$ cat config.mk
export PLATFORM = sky130hd
export DESIGN_NAME = placar_datapath
export DESIGN_NICKNAME = d
export VERILOG_FILES = /design/src/rtl/placar_datapath.sv
export SDC_FILE = /design/constraint.sdc
export NUM_CORES = 1
export LEC_CHECK = 0
export CORE_UTILIZATION = 34
export DETAILED_ROUTE_END_ITERATION = 8
export GPL_TIMING_DRIVEN = 0
export PLACE_DENSITY = 0.59
export SLEW_MARGIN = 15
export SYNTH_ARGS = -nofsm -noshare
export SYNTH_HDL_FRONTEND = slang
export SYNTH_SLANG_ARGS = --single-unit
export TNS_END_PERCENT = 20
$ cat constraint.sdc
create_clock -name clk -period 4.7 [get_ports clk]
set_clock_uncertainty 0.2 [all_clocks]
set_input_delay 0.705 -clock clk [delete_from_list [all_inputs] [get_ports clk]]
set_output_delay 0.705 -clock clk [all_outputs]
set_load 0.03 [all_outputs]
$ cat src/rtl/placar_datapath.sv
// Truco score datapath: hand points and tentos for both teams, equality flags
// for the score controller, registered BCD digits and a sticky command-error flag.
module placar_datapath #(
  parameter int unsigned PONTOS_MAX = 12,
  parameter int unsigned TENTOS_MAX = 3
) (
  input  logic       clk,
  input  logic       reset,
  input  logic       load_pa,
  input  logic       clear_pa,
  input  logic       load_ta,
  input  logic       clear_ta,
  input  logic       load_pb,
  input  logic       clear_pb,
  input  logic       load_tb,
  input  logic       clear_tb,
  input  logic       fim_jogo,
  input  logic [3:0] valor_mao,
  output logic [3:0] pontos_a,
  output logic [3:0] pontos_b,
  output logic [1:0] tentos_a,
  output logic [1:0] tentos_b,
  output logic       a_igual12,
  output logic       b_igual12,
  output logic       ta_igual3,
  output logic       tb_igual3,
  output logic [3:0] pa_dez,
  output logic [3:0] pa_uni,
  output logic [3:0] pb_dez,
  output logic [3:0] pb_uni,
  output logic       erro_cmd
);

  localparam logic [3:0] P_MAX = 4'(PONTOS_MAX);
  localparam logic [1:0] T_MAX = 2'(TENTOS_MAX);

  logic [3:0] valor_ef;
  logic [3:0] pa_next, pb_next;
  logic [1:0] ta_next, tb_next;
  logic       erro_next;

  // Sum in 5 bits so a 12 + 12 never wraps before the saturation compare.
  function automatic logic [3:0] soma_pontos(input logic [3:0] atual, input logic [3:0] v);
    logic [4:0] s;
    s = {1'b0, atual} + {1'b0, v};
    if (s > {1'b0, P_MAX}) return P_MAX;
    return s[3:0];
  endfunction

  function automatic logic [1:0] soma_tento(input logic [1:0] atual);
    if (atual >= T_MAX) return T_MAX;
    return atual + 2'd1;
  endfunction

  function automatic logic [7:0] para_bcd(input logic [3:0] v);
    if (v >= 4'd10) return {4'd1, v - 4'd10};
    return {4'd0, v};
  endfunction

  always_comb begin
    valor_ef = valor_mao;
    if (valor_mao == 4'd0)
      valor_ef = 4'd1;
    else if (valor_mao > P_MAX)
      valor_ef = P_MAX;
  end

  // Clear beats load; loads are frozen once the game is over.
  always_comb begin
    pa_next = pontos_a;
    pb_next = pontos_b;
    ta_next = tentos_a;
    tb_next = tentos_b;

    if (clear_pa)                 pa_next = 4'd0;
    else if (load_pa && !fim_jogo) pa_next = soma_pontos(pontos_a, valor_ef);

    if (clear_pb)                 pb_next = 4'd0;
    else if (load_pb && !fim_jogo) pb_next = soma_pontos(pontos_b, valor_ef);

    if (clear_ta)                 ta_next = 2'd0;
    else if (load_ta && !fim_jogo) ta_next = soma_tento(tentos_a);

    if (clear_tb)                 tb_next = 2'd0;
    else if (load_tb && !fim_jogo) tb_next = soma_tento(tentos_b);
  end

  always_comb begin
    erro_next = erro_cmd
              | (load_pa & load_pb)
              | (load_ta & load_tb)
              | (load_pa & clear_pa)
              | (load_pb & clear_pb)
              | (load_ta & clear_ta)
              | (load_tb & clear_tb);
  end

  // Flags and digits come from the next values so they line up with the registers.
  always_ff @(posedge clk or posedge reset) begin
    if (reset) begin
      pontos_a  <= 4'd0;
      pontos_b  <= 4'd0;
      tentos_a  <= 2'd0;
      tentos_b  <= 2'd0;
      a_igual12 <= 1'b0;
      b_igual12 <= 1'b0;
      ta_igual3 <= 1'b0;
      tb_igual3 <= 1'b0;
      pa_dez    <= 4'd0;
      pa_uni    <= 4'd0;
      pb_dez    <= 4'd0;
      pb_uni    <= 4'd0;
      erro_cmd  <= 1'b0;
    end else begin
      pontos_a  <= pa_next;
      pontos_b  <= pb_next;
      tentos_a  <= ta_next;
      tentos_b  <= tb_next;
      a_igual12 <= (pa_next == P_MAX);
      b_igual12 <= (pb_next == P_MAX);
      ta_igual3 <= (ta_next == T_MAX);
      tb_igual3 <= (tb_next == T_MAX);
      {pa_dez, pa_uni} <= para_bcd(pa_next);
      {pb_dez, pb_uni} <= para_bcd(pb_next);
      erro_cmd  <= erro_next;
    end
  end

endmodule

# After elaboration in Yosys (flattened, before gate mapping)
# Cells that the tools add are included.
[word_totals] word_cells=84 regBits=33 output_inout_bits=33 mem_count=0 ramBits=0 latchBits=0 inputBits=15 mem_bits_ro=0
[classes] add_sub_neg=6 muxes=36 n_div=0 n_shift=0 reduce_logical=6 mul=0 eq_ne=4 bitwise_logic=12 n_lt_le_gt_ge=7
[op_table] cell="$mux W4" count=10
[op_table] cell="$mux W8" count=4
[op_table] cell="$mux W2" count=8
[op_table] cell="$mux W1" count=14
[op_table] cell="$add A4 B4 Y5" count=2
[op_table] cell="$gt A5 B4 Y1 const B" count=2
[op_table] cell="$eq A4 B4 Y1 const B" count=2
[op_table] cell="$ge A4 B4 Y1 const B" count=2
[op_table] cell="$sub A4 B4 Y4 const B" count=2
[op_table] cell="$and A1 B1 Y1" count=6
[op_table] cell="$or A1 B1 Y1" count=6
[op_table] cell="$add A2 B1 Y2 const B" count=2
[op_table] cell="$eq A2 B2 Y1 const B" count=2
[op_table] cell="$ge A2 B2 Y1 const B" count=2
[op_table] cell="$gt A4 B4 Y1 const B" count=1
[op_table] cell="$logic_and A1 B1 Y1" count=4
[op_table] cell="$logic_not A4 Y1" count=1
[op_table] cell="$logic_not A1 Y1" count=1

# Logic depth before layout (Yosys ltp)
# Gate-level depths: netlist of the first run.
[depth] depth_word=14 depth_mapped=12 depth_no_buf=12

# Least setup slack after synthesis of the first run
# No wires, ideal clock.
[synth_timing] path_kind="input port to flip-flop" from="input valor_mao[2]" to="register pb_uni[2]" setup_time_ns=0.074 arrival_time_ns=3.111 slack_ns=1.315 required_time_ns=4.426 n_path_buf=0 path_stages=12 cell_sequence="nor2_1 nor2_1 o22ai_1 ha_1 fa_1 nand2b_1 mux2_2 o221ai_1 a41oi_2 ha_1 mux2_4 a21oi_2"
[synth_via] elab_chain_cells=14 elab_cells_between_ends=17 classes_between="add/sub (2); order compare (3); mux (11); reduce/logical (1)"
[synth_lines] element="from (decl)" line_no="18" source="input logic [3:0] valor_mao,"
[synth_lines] element="$gt A4 B4 Y1" line_no="64" source="else if (valor_mao > P_MAX)"
[synth_lines] element="$mux W4" line_no="64"
[synth_lines] element="$mux W4 *" line_no="62" source="if (valor_mao == 4'd0)"
[synth_lines] element="$add A4 B4 Y5 *" line_no="45" source="s = {1'b0, atual} + {1'b0, v};"
[synth_lines] element="$gt A5 B4 Y1" line_no="46" source="if (s > {1'b0, P_MAX}) return P_MAX;"
[synth_lines] element="$mux W1" line_no="46"
[synth_lines] element="$mux W1" line_no="79" source="else if (load_pb && !fim_jogo) pb_next = soma_pontos(pontos_b, valor_ef);"
[synth_lines] element="$mux W1" line_no="78" source="if (clear_pb) pb_next = 4'd0;"
[synth_lines] element="$mux W4 *" line_no="47" source="return s[3:0];"
[synth_lines] element="$mux W4 *" line_no="79"
[synth_lines] element="$mux W4 *" line_no="78"
[synth_lines] element="$sub A4 B4 Y4 or $ge A4 B4 Y1 (tied branches)" line_no="56" source="if (v >= 4'd10) return {4'd1, v - 4'd10};"
[synth_lines] element="$mux W8 or $mux W1 (tied branches)" line_no="56"
[synth_lines] element="$mux W8 *" line_no="57" source="return {4'd0, v};"
[synth_lines] element="to (signal assigned)" line_no="124" source="{pb_dez, pb_uni} <= para_bcd(pb_next);"
[synth_lines] element="to (decl)" line_no="30" source="output logic [3:0] pb_uni,"
# Mark *: on every way between the ends. The rest lies on a longest branch, timed or not. The select of a mux whose other input is x is not followed.

# Final worst setup path of the first run
# Same ends and word-level chain as after synthesis.

==> results of run 1 <==
-- where the power goes --
part | leakage (nW) | switching, W | internal [W]
registers | 0.335 | 0.00000974 | 0.000226
logic | 0.639 | 0.000101 | 0.0000771
clock network | 0.0217 | 0.0000678 | 0.0000600
total | 0.996 | 0.000178 | 0.000363
-- sequential cells by signal, indices dropped and copies added (netlist names), 2 cells and up --
| name | count |
|---|---|
| pb_uni | 4 |
| pa_uni | 4 |
| pontos_b | 3 |
| pontos_a | 3 |
| tentos_a | 2 |
| tentos_b | 2 |
-- layout make-up --
type	instances	area (um2)
multi-input combinational	118	873
buffer	10	67.6
clock inverter	1	7.51
timing repair buffer	41	410
sequential	25	626
inverter	13	48.8
fill	432	2300
tap	52	65.1
clock buffer	3	41.3
-- cells in the final DEF (no fill, tap or decap), drive strengths merged, types with 3 or more instances in the layout --
master         Yosys  layout
and2               5       5
and2b              3       3
a21oi             10      10
nor2              22      22
clkbuf             2       5
o21ai              3       3
inv               13      13
a211o              3       3
nand2              4       4
a211oi             3       3
nand2b             7       7
buf                8       8
clkdlybuf4s50      0      41
dfrtp             25      25
ha                10      10
conb               1       6
-- cell families (layout without fill, tap and decap cells) --
| logic type | Yosys count | after routing | synth area share |
|---|---|---|---|
| buf+inv | 23 | 68 | 0.0729 |
| flops | 25 | 25 | 0.392 |
| fa+ha+maj | 12 | 12 | 0.103 |
| compound gates | 43 | 43 | 0.202 |
| other cells | 1 | 6 | 0.00235 |
| simple gates | 54 | 54 | 0.205 |
| mux | 3 | 3 | 0.0227 |
-- critical path: stages --
cell and delay (ns):
clkdlybuf4s50_1 0.54, nor2_1 0.07, nor2_1 0.09, o22ai_1 0.13, ha_1 0.24, fa_1 0.44, nand2b_1 0.23, mux2_2 0.28
o221ai_1 0.27, a41oi_2 0.28, ha_1 0.36, mux2_4 0.26, a21oi_2 0.09
-- metal layers --
metal	global-route usage	wire, um
met1	0.202	1600
met2	0.278	1880
met3	0.0390	157
met4	0.0249	27
met5	0	0
-- per-stage QoR --
stage	power (W)	worst slack (ns)	hold slack, ns
after CTS	0.000550	0.709	0.355
after global placement	0.000413	0.493	0.290
after global routing	0.000577	0.497	0.382
final	0.000541	0.720	0.333
after floorplan	0.000356	1.32	0.451
after detailed placement	0.000417	0.403	0.330
-- worst paths after layout --
check | startpoint | endpoint | slack (ns) | cells past startpoint
setup / recovery | valor_mao[2] | pb_uni[2]$_DFF_PP0_ | 0.72 | 13
setup reg to reg | pb_uni[0]$_DFF_PP0_ | pb_uni[2]$_DFF_PP0_ | 1.53 | 9
hold / removal | erro_cmd$_DFF_PP0_ | erro_cmd$_DFF_PP0_ | 0.33 | 2
max in group asynchronous | reset | pa_uni[1]$_DFF_PP0_ | 2.97 | 2
hold reg to reg | erro_cmd$_DFF_PP0_ | erro_cmd$_DFF_PP0_ | 0.33 | 2
min in group asynchronous | reset | tentos_b[0]$_DFF_PP0_ | 0.74 | 2
==> flow_summary.json, run 1 <==
{
  "hpwl_um": 2890,
  "antenna_found_initial": 0,
  "cts_max_level": 1,
  "die_area_um2": 4970,
  "ys_seq_area_frac": 0.392,
  "yosys.cell_count.top_type": "dfrtp_1",
  "die_y_um": 70.5,
  "placed_area_um2": 2090,
  "clk_latency_ns": 0.27,
  "max-cap-violations": 0,
  "layout-drive-gt1-share": 0.0948,
  "final_max_slew_viol_count": 0,
  "vias": 1345,
  "finalSetupTns_ns": 0,
  "post_cts_buffers": 0,
  "first_pass_iters": 6,
  "antenna_cells": 0,
  "pin_count": 48,
  "yosysTopAreaCell": "dfrtp_1",
  "start_util": 0.359,
  "violations": "DRC",
  "finalNonFillerCells": 263,
  "p_leak_nw": 0.996,
  "min_period_ns": 3.98,
  "cts_tree": "built",
  "clock_sinks": 25,
  "critPathRequiredTime_ns": 4.71,
  "utilization": 0.481,
  "detail_route.wl_per_cell_um": 13.9,
  "grt_overflow": 0,
  "numCtsBuffers": 3,
  "cts_max_path_buffers": 2,
  "place.gp.congestion": 0.825,
  "critPathKind": "in2reg",
  "grt_pass1_wl_um": 6360,
  "die_w_um": 70.5,
  "synth.avg_cell_area_um2": 9.92,
  "core-area_um2": 4440,
  "slew_headroom": 0.369,
  "routed_wl_um": 3670,
  "yosysUniqueCellTypes": 48,
  "grt_pass1_vias": 1361,
  "async_flop_share": 1.00,
  "vias_per_cell": 5.11,
  "cts_hold_buf": 0,
  "rsz0062_at_grt": "no",
  "worst_pin_slew_ns": 0.946,
  "hold_violations": 0,
  "synth-main-ff-cell": "dfrtp_1",
  "synth_warnings": 0,
  "portBuffers": 41,
  "drtAntennaViolNets": 0,
  "cts_resized": 0,
  "synthCells": 161,
  "drt-initial-drc-count": 91,
  "clock.fmax_ghz": 0.251,
  "grt_max_degree": 26,
  "p_per_area_nw_per_um2": 253,
  "final_nets": 239,
  "synth_edf_count": 0,
  "grt_use_total": 0.159,
  "root_buffer": "clkbuf_8",
  "irDropWorstVdd_mv": 0.154,
  "outcome": "finished with violations",
  "startpoint_type": "input pin",
  "dp.cells": 259,
  "synth_common_cells": "25 x dfrtp_1, 22 x nor2_1, 13 x inv_1",
  "syn_to_final_growth_pct": 34.0,
  "crit_fanout": 6,
  "critPathCaptureType": "flop",
  "rows": 24,
  "netlist_area_um2": 1600,
  "path_clk_slew_ns": 0.09,
  "finish.instance_area_um2": 2140,
  "post-route-period-util": 0.847,
  "post-route-drc-count": 5,
  "ys_seq_elements": 25,
  "yosys.area.top_type_share": 0.392,
  "arrival_ns": 3.99,
  "hp-class": "reg2reg",
  "finalSetupViolCount": 0,
  "synth_area_leaders": "dfrtp_1 39%, ha_1 7.8%, nor2_1 5.2%"
}
(Power assumes the default switching activity.)
==> run 2, diff against run 1 <==
==> constraint.sdc (replaced) <==
create_clock -name clk -period 4.1 [get_ports clk]
set_clock_uncertainty 0.2 [all_clocks]
set_input_delay 0.615 -clock clk [delete_from_list [all_inputs] [get_ports clk]]
set_output_delay 0.615 -clock clk [all_outputs]
set_load 0.03 [all_outputs]
==> run 2 against run 1 <==
  * The run still ends with DRC left
  * Wire length is 0.87% higher
  * Hold slack improved by 0.0017 ns
  * Cell area up 0.35%
  * Critical path depth did not move
  * Largest cell class unchanged
  * Critical endpoint unchanged
  * Core utilization rose by 0.17 points
  * Non-clock buffer count grew 1
  * Worst setup slack worse by 0.44 ns
  * Sequential power increased by 14%
==> flow_summary.json, run 2 (synthesized netlist as in run 1, its figures left out) <==
{
  "crit_family": "adder cells",
  "max-cap-violations": 0,
  "sw_frac_of_total": 0.329,
  "hp-class": "reg2reg",
  "cp_slowest_stage_delay_ns": 0.54,
  "grt_pass1_wl_um": 6360,
  "cts_tree": "built",
  "finish.instance_area_um2": 2150,
  "total_power_w": 0.000622,
  "dp.cells": 259,
  "critPathRequiredTime_ns": 4.11,
  "p_leak_nw": 1.00,
  "place.gp.congestion": 0.825,
  "top_layer_used": "met4",
  "grt_use_total": 0.159,
  "critPathKind": "in2reg",
  "p_int_w": 0.000417,
  "die_y_um": 70.5,
  "slew_headroom": 0.372,
  "wl_met3_um": 192,
  "finalSetupViolCount": 0,
  "post-route-period-util": 0.931,
  "critPathCaptureType": "flop",
  "root_buffer": "clkbuf_8",
  "cts_max_level": 1,
  "p_sw_w": 0.000205,
  "worst_pin_slew_ns": 0.941,
  "fillCellCount": 431,
  "crit_chain": "clkdlybuf4s50_1, nor2_1, nor2_1, o22ai_1, ha_1, fa_1, nand2b_1, mux2_2, o221ai_1, a41oi_2, ha_1, mux2_4, a21oi_2",
  "path_clk_slew_ns": 0.09,
  "antenna_cells": 0,
  "grt_max_degree": 26,
  "grt_overflow": 0,
  "post-route-drc-count": 5,
  "p_per_area_nw_per_um2": 290,
  "die_area_um2": 4970,
  "final_common_cell": "clkdlybuf4s50_1",
  "portBuffers": 41,
  "core-area_um2": 4440,
  "vias": 1359,
  "routed_wl_um": 3700,
  "wl_met2_um": 1880,
  "slowest_stage": "clkdlybuf4s50_1",
  "clock_sinks": 25,
  "final_cell_mix": "41 x clkdlybuf4s50_1, 25 x dfrtp_1, 22 x nor2_1",
  "placed_area_um2": 2090,
  "vias_per_cell": 5.15,
  "hpwl_um": 2890,
  "antenna_found_initial": 0,
  "pwr-share-comb": 0.329,
  "arrival_ns": 3.82,
  "clk_latency_ns": 0.27,
  "startpoint_type": "input pin",
  "violations": "DRC",
  "die_w_um": 70.5,
  "critPathBufInv": 1,
  "layout-drive-gt1-share": 0.0991,
  "reg_top3": "pa_uni: 4 flops, pb_uni: 4 flops",
  "first_pass_iters": 6,
  "min_period_ns": 3.82,
  "syn_to_final_growth_pct": 34.5,
  "cts_resized": 0,
  "hold_violations": 0,
  "final_nets": 240,
  "crit_fanout": 5,
  "cts_max_path_buffers": 2,
  "clock.fmax_ghz": 0.262,
  "finalNonFillerCells": 264,
  "numCtsBuffers": 3,
  "drt-initial-drc-count": 99,
  "clkPwrFrac": 0.236,
  "finalSetupTns_ns": 0,
  "rsz0062_at_grt": "no",
  "detail_route.wl_per_cell_um": 14.0,
  "outcome": "finished with violations",
  "drtAntennaViolNets": 0,
  "seqPwrFrac": 0.435,
  "pin_count": 48,
  "utilization": 0.483,
  "rows": 24,
  "drt-met1-wl_um": 1600,
  "grt_pass1_vias": 1361,
  "start_util": 0.359,
  "irDropWorstVdd_mv": 0.177,
  "final_max_slew_viol_count": 0
}
## run 2: cell types whose count changed in the layout (fill, tap and decap cells not counted), sizes merged
cell  before  now
buf        8    9
## run 2: final cells by class
cell class	instances	area, um2	area share
Inverter	13	48.8	0.0227
Clock buffer	3	41.3	0.0192
Tap cell	52	65.1	0.0303
Timing Repair Buffer	42	418	0.195
Clock inverter	1	7.51	0.00350
Buffer	10	67.6	0.0315
Multi-Input combinational cell	118	873	0.407
Sequential cell	25	626	0.291
## run 2: worst paths after layout
path	slack (ns)	cells after the start	endpoint	startpoint
hold reg to reg	0.33	2	erro_cmd$_DFF_PP0_	erro_cmd$_DFF_PP0_
setup reg to reg	1.00	9	pb_uni[2]$_DFF_PP0_	pb_uni[0]$_DFF_PP0_
setup / recovery	0.28	13	pb_uni[2]$_DFF_PP0_	valor_mao[2]
max in group asynchronous	2.47	2	pa_uni[1]$_DFF_PP0_	reset
min in group asynchronous	0.65	2	pb_uni[1]$_DFF_PP0_	reset
hold / removal	0.33	2	erro_cmd$_DFF_PP0_	erro_cmd$_DFF_PP0_
## run 2: tightest hold or removal path: stages, from the launching register on
cell and delay, ns:
dfrtp_1 0.38, nor2_1 0.05, o21ai_0 0.07
## run 2: per-stage QoR
step	setup slack, ns	hold slack (ns)
after floorplan	0.805	0.442
after global placement	-0.0166	0.290
final	0.283	0.334
after CTS	0.199	0.355
after global routing	0.0372	0.382
after detailed placement	-0.107	0.330
## run 2: repair_timing
item,CTS,global route
hold buffers,0,0
setup endpoints to repair,0,1
buffers inserted,0,1
## run 2: power by group through the flow
stage / sequential, W / clock, W / combinational [W]
floorplan: 0.000300 / 0 / 0.000108
global placement: 0.000275 / 0 / 0.000199
detailed placement: 0.000276 / 0 / 0.000202
CTS: 0.000271 / 0.000156 / 0.000204
global route: 0.000273 / 0.000167 / 0.000223
finish: 0.000270 / 0.000147 / 0.000205
## run 2: routing by layer
metal,up-vias,global-route usage
li1,665,-
met1,644,0.202
met2,46,0.278
met3,4,0.0390
met4,0,0.0249
met5,-,0
==> run 3, diff against run 2 <==
--- a/config.mk
+++ b/config.mk
@@ -5,7 +5,9 @@
 export SDC_FILE = /design/constraint.sdc
 export NUM_CORES = 1
 export LEC_CHECK = 0
+export CORE_MARGIN = 2
 export CORE_UTILIZATION = 34
+export CTS_BUF_LIST = sky130_fd_sc_hd__clkbuf_4
 export DETAILED_ROUTE_END_ITERATION = 8
 export GPL_TIMING_DRIVEN = 0
 export PLACE_DENSITY = 0.59
==> run 3 against run 2 <==
  * The run now ends clean
  * Largest cell class unchanged
  * Combinational power is essentially flat
  * Core utilization shrank 0.59 points
  * Critical endpoint unchanged
  * Sequential share of layout area grew 0.36 points
  * Total power shrank 6.9%
  * Highest routed layer unchanged
==> flow_summary.json, run 3 (synthesized netlist as in run 1, its figures left out) <==
{
  "outcome": "complete, no violations",
  "portBuffers": 41,
  "start_util": 0.359,
  "post_cts_buffers": 0,
  "final_nets": 239,
  "core-area_um2": 4440,
  "rows": 24,
  "syn_to_final_growth_pct": 32.8,
  "grt_max_degree": 26,
  "layout-drive-gt1-share": 0.0948,
  "cts_max_level": 1,
  "utilization": 0.477,
  "grt_overflow": 0,
  "pin_count": 48,
  "irDropWorstVdd_mv": 0.149,
  "grt_pass1_vias": 1378,
  "grt_pass1_wl_um": 6070,
  "min_period_ns": 3.88,
  "arrival_ns": 3.93,
  "finalSetupViolCount": 0,
  "fillCellCount": 437,
  "hold_violations": 0,
  "finalSetupTns_ns": 0,
  "p_per_area_nw_per_um2": 273,
  "final_cell_mix": "41 x clkdlybuf4s50_1, 25 x dfrtp_1, 22 x nor2_1",
  "clock_sinks": 25,
  "first_pass_iters": 4,
  "cts_hold_buf": 0,
  "grt_use_total": 0.145,
  "r2r_cells": 9,
  "die_y_um": 72.5,
  "hold_depth": 2,
  "critPathCaptureType": "flop",
  "place.gp.congestion": 0.826,
  "final_common_cell": "clkdlybuf4s50_1",
  "hp-class": "reg2reg",
  "post-route-period-util": 0.946,
  "cts_max_path_buffers": 2,
  "antenna_cells": 0,
  "rsz0062_at_grt": "no",
  "cp_slowest_stage_delay_ns": 0.56,
  "path_clk_slew_ns": 0.13,
  "critPathRequiredTime_ns": 4.15,
  "max-cap-violations": 0,
  "detail_route.wl_per_cell_um": 13.6,
  "cts_resized": 0,
  "clock.fmax_ghz": 0.258,
  "crit_family": "adder cells",
  "worst_pin_slew_ns": 0.886,
  "startpoint_type": "input pin",
  "numCtsBuffers": 3,
  "hpwl_um": 2910,
  "crit_fanout": 6,
  "die_w_um": 72.5,
  "post-route-drc-count": 0,
  "antenna_found_initial": 0,
  "reg_top3": "pa_uni: 4 flops, pb_uni: 4 flops",
  "routed_wl_um": 3570,
  "clk_latency_ns": 0.31,
  "cts_tree": "built",
  "total_power_w": 0.000579,
  "vias": 1356,
  "p_leak_nw": 0.988,
  "crit_chain": "clkdlybuf4s50_1, nor2_1, nor2_1, o22ai_1, ha_1, fa_1, nand2b_1, mux2_2, o221ai_1, a41oi_2, ha_1, mux2_4, a21oi_2",
  "slowest_stage": "clkdlybuf4s50_1",
  "critPathBufInv": 1,
  "critPathKind": "in2reg",
  "final_max_slew_viol_count": 0,
  "drt-initial-drc-count": 94,
  "vias_per_cell": 5.16,
  "root_buffer": "clkbuf_4",
  "worst-path-stages": 13,
  "die_area_um2": 5260,
  "drtAntennaViolNets": 0,
  "slew_headroom": 0.408
}
run 3: per-layer routing:
metal	wire, um	up-vias	part of all wire	track usage
li1	-	667	-	-
met1	1530	647	0.43	0.173
met2	1800	36	0.50	0.257
met3	211	6	0.059	0.0403
met4	34	0	0.0095	0.0370
met5	0	-	0	0
run 3: area by class of cell:
cell class | instances | area [um2] | area share
buffer | 10 | 67.6 | 0.0319
clock buffer | 3 | 22.5 | 0.0106
clock inverter | 1 | 7.51 | 0.00354
inverter | 13 | 48.8 | 0.0230
multi-input combinational | 118 | 873 | 0.412
sequential | 25 | 626 | 0.295
tap | 52 | 65.1 | 0.0307
timing repair buffer | 41 | 410 | 0.194
run 3: final timing paths:
check,start,endpoint,slack (ns)
worst max-delay path,valor_mao[2],pb_uni[2]$_DFF_PP0_,0.22
worst min-delay path,erro_cmd$_DFF_PP0_,erro_cmd$_DFF_PP0_,0.32
worst max register to register,pb_uni[0]$_DFF_PP0_,pb_uni[2]$_DFF_PP0_,0.94
worst min register to register,erro_cmd$_DFF_PP0_,erro_cmd$_DFF_PP0_,0.32
max in group asynchronous,reset,pa_uni[0]$_DFF_PP0_,2.57
min in group asynchronous,reset,tentos_b[1]$_DFF_PP0_,0.58
run 3: power breakdown:
group          leakage [nW]  total (W)  switching, W  internal (W)
clock                0.0139   0.000106     0.0000690     0.0000372
sequential            0.335   0.000271     0.0000111      0.000259
combinational         0.639   0.000202      0.000114     0.0000884
total                 0.988   0.000579      0.000194      0.000385
run 3: worst min-delay path, delay by kind of cell, from the launching register on:
| kind | cells | cell delay, ns |
|---|---|---|
| AO/OA/AOI/OAI | 1 | 0.06 |
| AND/OR/NAND/NOR | 1 | 0.05 |
| flip-flops | 1 | 0.38 |
run 3: stage by stage:
| step | cells | area (um2) | hold WS (ns) | setup slack [ns] |
|---|---|---|---|---|
| 2_1_floorplan | 166 | 1620 | 0.442 | 0.805 |
| 3_3_place_gp | 259 | 2090 | 0.286 | -0.00170 |
| 3_5_place_dp | 259 | 2090 | 0.294 | -0.121 |
| 4_1_cts | 263 | 2120 | 0.333 | 0.233 |
| 5_1_grt | 263 | 2120 | 0.387 | 0.0623 |
| 6_report | 263 | 2120 | 0.324 | 0.221 |
